<file path="config.mk">
export PLATFORM = sky130hd
export DESIGN_NAME = fetch_sequencer
export DESIGN_NICKNAME = d
export VERILOG_FILES = /design/src/rtl/fetch_sequencer_pkg.sv /design/src/rtl/fetch_sequencer_pc_next.sv /design/src/rtl/fetch_sequencer.sv
export SDC_FILE = /design/constraint.sdc
export NUM_CORES = 1
export LEC_CHECK = 0
export BUFFER_PORTS_ARGS = -buffer_cell sky130_fd_sc_hd__buf_2
export CAP_MARGIN = 20
export CORE_MARGIN = 4
export CORE_UTILIZATION = 30
export CTS_BUF_LIST = sky130_fd_sc_hd__clkbuf_4
export DETAILED_ROUTE_END_ITERATION = 8
export GPL_ROUTABILITY_DRIVEN = 0
export GPL_TIMING_DRIVEN = 1
export SETUP_SLACK_MARGIN = 0.2
export SYNTH_ARGS = -nofsm -noshare
export SYNTH_HDL_FRONTEND = slang
export SYNTH_SLANG_ARGS = --single-unit
</file>
<file path="constraint.sdc">
create_clock -name clk -period 2.85 [get_ports clk]
set_input_delay 0.4275 -clock clk [delete_from_list [all_inputs] [get_ports clk]]
set_output_delay 0.4275 -clock clk [all_outputs]
set_load 0.005 [all_outputs]
</file>
<file path="src/rtl/fetch_sequencer_pkg.sv">
// fetch_sequencer_pkg: shared FSM state type and fetch defaults
`ifndef WORD
`define WORD 64
`endif
package fetch_sequencer_pkg;
    typedef enum logic [1:0] {IDLE, REQ, HOLD} state_t;
    localparam int PC_STEP_DEF = 4;
endpackage

</file>
<file path="src/rtl/fetch_sequencer_pc_next.sv">
// fetch_sequencer_pc_next: next-PC select between hold, increment and aligned redirect
`ifndef WORD
`define WORD 64
`endif
module fetch_sequencer_pc_next
    import fetch_sequencer_pkg::*;
#(
    parameter int PC_STEP = PC_STEP_DEF
) (
    input  logic [`WORD-1:0] pc,
    input  logic             advance,
    input  logic             branch_taken,
    input  logic [`WORD-1:0] branch_target,
    output logic [`WORD-1:0] next_pc
);
    assign next_pc = branch_taken ? (branch_target & ~`WORD'(3)) :
                     advance      ? pc + `WORD'(PC_STEP) : pc;
endmodule

</file>
<file path="src/rtl/fetch_sequencer.sv">
// fetch_sequencer: instruction fetch FSM with handshake, redirect, stall and fetch counter
`ifndef WORD
`define WORD 64
`endif
module fetch_sequencer
    import fetch_sequencer_pkg::*;
#(
    parameter logic [`WORD-1:0] RESET_PC = '0,
    parameter int               PC_STEP  = PC_STEP_DEF,
    parameter int               CNT_W    = 32
) (
    input  logic             clk,
    input  logic             reset,
    input  logic             stall,
    input  logic             branch_taken,
    input  logic [`WORD-1:0] branch_target,
    input  logic             imem_ready,
    output logic             imem_req,
    output logic [`WORD-1:0] imem_addr,
    output logic             fetch_valid,
    output logic [`WORD-1:0] fetch_pc,
    output logic [CNT_W-1:0] fetch_count
);
    state_t           state;
    logic [`WORD-1:0] pc;
    logic [`WORD-1:0] next_pc;
    logic             complete;
    assign imem_req  = state == REQ;
    assign imem_addr = pc;
    assign complete  = imem_req && imem_ready && !stall && !branch_taken;
    fetch_sequencer_pc_next #(.PC_STEP(PC_STEP)) u_pc_next (
        .pc(pc),
        .advance(complete),
        .branch_taken(branch_taken),
        .branch_target(branch_target),
        .next_pc(next_pc)
    );
    // Out of IDLE the next state depends only on stall, redirect or not.
    always_ff @(posedge clk) begin
        if (!reset) begin
            state       <= IDLE;
            pc          <= RESET_PC;
            fetch_valid <= 1'b0;
            fetch_pc    <= '0;
            fetch_count <= '0;
        end else begin
            state       <= (state != IDLE && stall) ? HOLD : REQ;
            pc          <= next_pc;
            fetch_valid <= complete;
            fetch_pc    <= complete ? pc : fetch_pc;
            fetch_count <= (complete && fetch_count != '1) ? fetch_count + CNT_W'(1) : fetch_count;
        end
    end
endmodule

</file>
==> flow_summary_export.csv <==
group,metric,value,unit
critical_path,cp_data_required_time,3340,ps
sta,skew,37.28,ps
final_layout,final_util,38.05,%
min_path,min_path_cells,3,
floorplanning,die_w,166.0,um
synth,yosysTopAreaCell,"dfxtp_1",
job,cap_violations,0,
critical_path,r2r-end,"fetch_count[26]$_SDFFE_PN0P_",
clock_network,path_clk_slew,140,ps
synth,yosysWarnings,0,
critical_path,ff2ff_path_depth,6,
critical_path,cp_max_fo,15,
place,port_buffers,224,
route,drt-wirelength-per-cell,16.53,um
sta,setup_viol,0,
clock_network,cts_root_buf,"clkbuf_4",
critical_path,worstSetupStartpoint,"fetch_count[0]$_SDFFE_PN0P_",
place,dpl.hpwl,17.27,mm
global_routing,grt_pass1_vias,7198,
critical_path,start_kind,"flop",
floorplanning,ios,231,
global_routing,grt_max_degree,73,
global_routing,track_usage,17.40,%
clock_network,htreeDepth,4,
floorplanning,chipHeight,166.0,um
clock_network,numCtsBuffers,17,
route,post-route-drc-count,0,
route,vias_per_cell,5.130,
clock_network,cts_setup_buffers,0,
clock_network,cts_tree,"done",
clock_network,clock_path_buffers,2,
power,leakage,3.661,nW
outcome,outcome,"completed",
clock_network,clk_latency,570,ps
synth,syn_area,7486,sq um
sta,fmax,408.7,MHz
synth,yosysTopAreaCellShare,42.52,%
global_routing,grt_remaining_overflow,0,
final_layout,area_growth,24.34,%
floorplanning,rows,57,
power,ir_drop,0.2819,mV
synth,synth_area_leaders,"dfxtp_1 43%, nand2_1 8.9%, a21oi_1 6.9%",
sta,rsz0062_at_grt,"false",
route,wl,24.52,mm
power,power_density,473.0,nW/um^2
synth,netlist_instances,938,
final_layout,final_nets,1214,
global_routing,antenna_found_initial,6,
floorplanning,start_util,30.60,%
final_layout,drive_gt1_share,25.61,%
synth,synth-seq-cells,159,
route,first_pass_iters,4,
global_routing,grt_first_pass_wirelength,39.74,mm
sta,hold_viol,0,
synth,ys.flop_type,"dfxtp_1",
sta,drv_slew,0,
synth,ys_types,58,
sta,fin_crit,2447,ps
critical_path,crit_path_end_kind,"flop",
critical_path,reg2reg_from,"fetch_count[0]$_SDFFE_PN0P_",
floorplanning,coreArea,24460,sq um
synth,synth_seq_area_share,42.52,%
min_path,hold_path.class,"input pin to flop",
critical_path,rrSetupSlack,400,ps
clock_network,clock_sinks,159,
sta,tns,0,ps
sta,tightest_slew,857.6,ps
critical_path,arrival,2940,ps
synth,avgSynthCellArea,7.981,sq um
route,drtAntennaViolNets,0,
route,route.vias.total,7608,
sta,fin_crit_sh,85.86,%
sta,relSlewSlack,42.83,%
critical_path,crit_type,"flop to flop",
synth,synth_edf_count,0,
critical_path,cp-endpoint,"fetch_count[26]$_SDFFE_PN0P_",
power,finalPower,4.403,mW
route,drt_iter0_drc,552,
synth,synthArstFlopShare,0,%
floorplanning,die-area,27540,sq um
[cell families (layout without fill, tap and decap cells)]
kind of cell,Yosys count,after routing,share of synthesized area (%)
other cells,1,7,0.05009
buf+inv,79,294,4.646
compound gates,231,231,17.95
simple gates,422,422,29.22
mux,8,8,1.070
fa+ha+maj,2,2,0.3342
xor+xnor,36,36,4.212
flops,159,159,42.52
[placed cells by master, fill, tap and decap left out, types with 11 or more instances in the layout]
cell type / count
a211oi_1: 19
a21oi_1: 103
a31oi_1: 16
and3_1: 15
and4_1: 12
buf_2: 224
buf_4: 24
clkbuf_4: 18
dfxtp_1: 159
nand2_1: 178
nand3_1: 34
nand4_1: 36
nor2_1: 42
nor3_1: 11
nor4_1: 15
o21ai_0: 49
o31ai_1: 20
or3_1: 19
or4_1: 23
xor2_1: 31
[worst min-delay path by stage]
stage | end | startpoint | slack (ps)
after floorplan | fetch_pc[10]$_SDFFE_PN0P_ | fetch_pc[10]$_SDFFE_PN0P_ | 450
after global placement | fetch_pc[35]$_SDFFE_PN0P_ | fetch_pc[35]$_SDFFE_PN0P_ | 440
after detailed placement | fetch_pc[4]$_SDFFE_PN0P_ | fetch_pc[4]$_SDFFE_PN0P_ | 440
after CTS | imem_addr[9]$_SDFFE_PN0P_ | branch_target[9] | 50
after global routing | imem_addr[9]$_SDFFE_PN0P_ | branch_target[9] | 50
final | imem_addr[9]$_SDFFE_PN0P_ | branch_target[9] | 120
[through the flow]
stage                     hold slack [ps]  worst slack (ps)  instances  area [sq um]
after floorplan                     452.7             630.4        941          7497
after global placement              439.4             351.7       1448          8952
after detailed placement            444.6             321.0       1448          8952
after CTS                           52.64             296.8       1480          9291
after global routing                49.48             243.2       1482          9305
final                               115.9             403.1       1483          9308
[synthesized netlist by cell type, drive strengths merged (2+ instances only)]
cell and count:
nor2b 2, o211ai 2, nor3 13, nand3 34
dfxtp 159, a31oi 16, nand4 41, or4 23
o31a 2, or3 19, o31ai 20, xnor2 5
a21oi 103, nor2 43, o21a 3, inv 12
and4 12, o21ai 53, or2 3, o221ai 3
xor2 31, a41oi 2, o311ai 2, ha 2
nand2b 9, buf 22, a311oi 3, and3 15
nand2 179, clkbuf 45, a211oi 19, and2 5
nor4 16, mux2i 8
[what timing repair did]
item | CTS | global route
resized for setup | 0 | 1
endpoints found under the setup margin | 0 | 1
hold buffers | 0 | 0
hold endpoints to repair | 0 | 0
[sequential cells by signal, indices dropped and copies added (netlist names)]
name,cells
imem_addr,62
state,2
fetch_valid,1
fetch_count,32
fetch_pc,62
[layout make-up]
class,instances,area [sq um]
Inverter,12,48.80
Tap cell,324,405.4
Antenna cell,3,7.507
Timing Repair Buffer,250,1341
Fill cell,2572,15150
Multi-Input combinational cell,703,3983
Clock inverter,14,203.9
Clock buffer,18,135.1
Sequential cell,159,3183
[critical path, stage by stage, from the launching register on]
cell and delay (ps):
dfxtp_1 440, ha_1 220, nand4_1 120, or2_1 350, or4b_4 650, or4_1 440, a21oi_1 150
[metal layers]
layer | share of wire, % | up-vias | wire length [um] | global-route usage, %
li1 | - | 3804 | - | -
met4 | 0.95 | 8 | 232 | 3.981
met2 | 47 | 226 | 11460 | 28.28
met1 | 46 | 3546 | 11210 | 22.97
met5 | 0.19 | - | 47 | 0
met3 | 6.4 | 24 | 1566 | 5.070
[where the power goes]
group | internal (mW) | switching (mW) | leakage (nW)
registers | 2.29 | 0.103 | 1.30
logic | 0.163 | 0.208 | 2.19
clock network | 0.724 | 0.912 | 0.177
total | 3.18 | 1.22 | 3.66
Power figures use the tool's default switching activity.
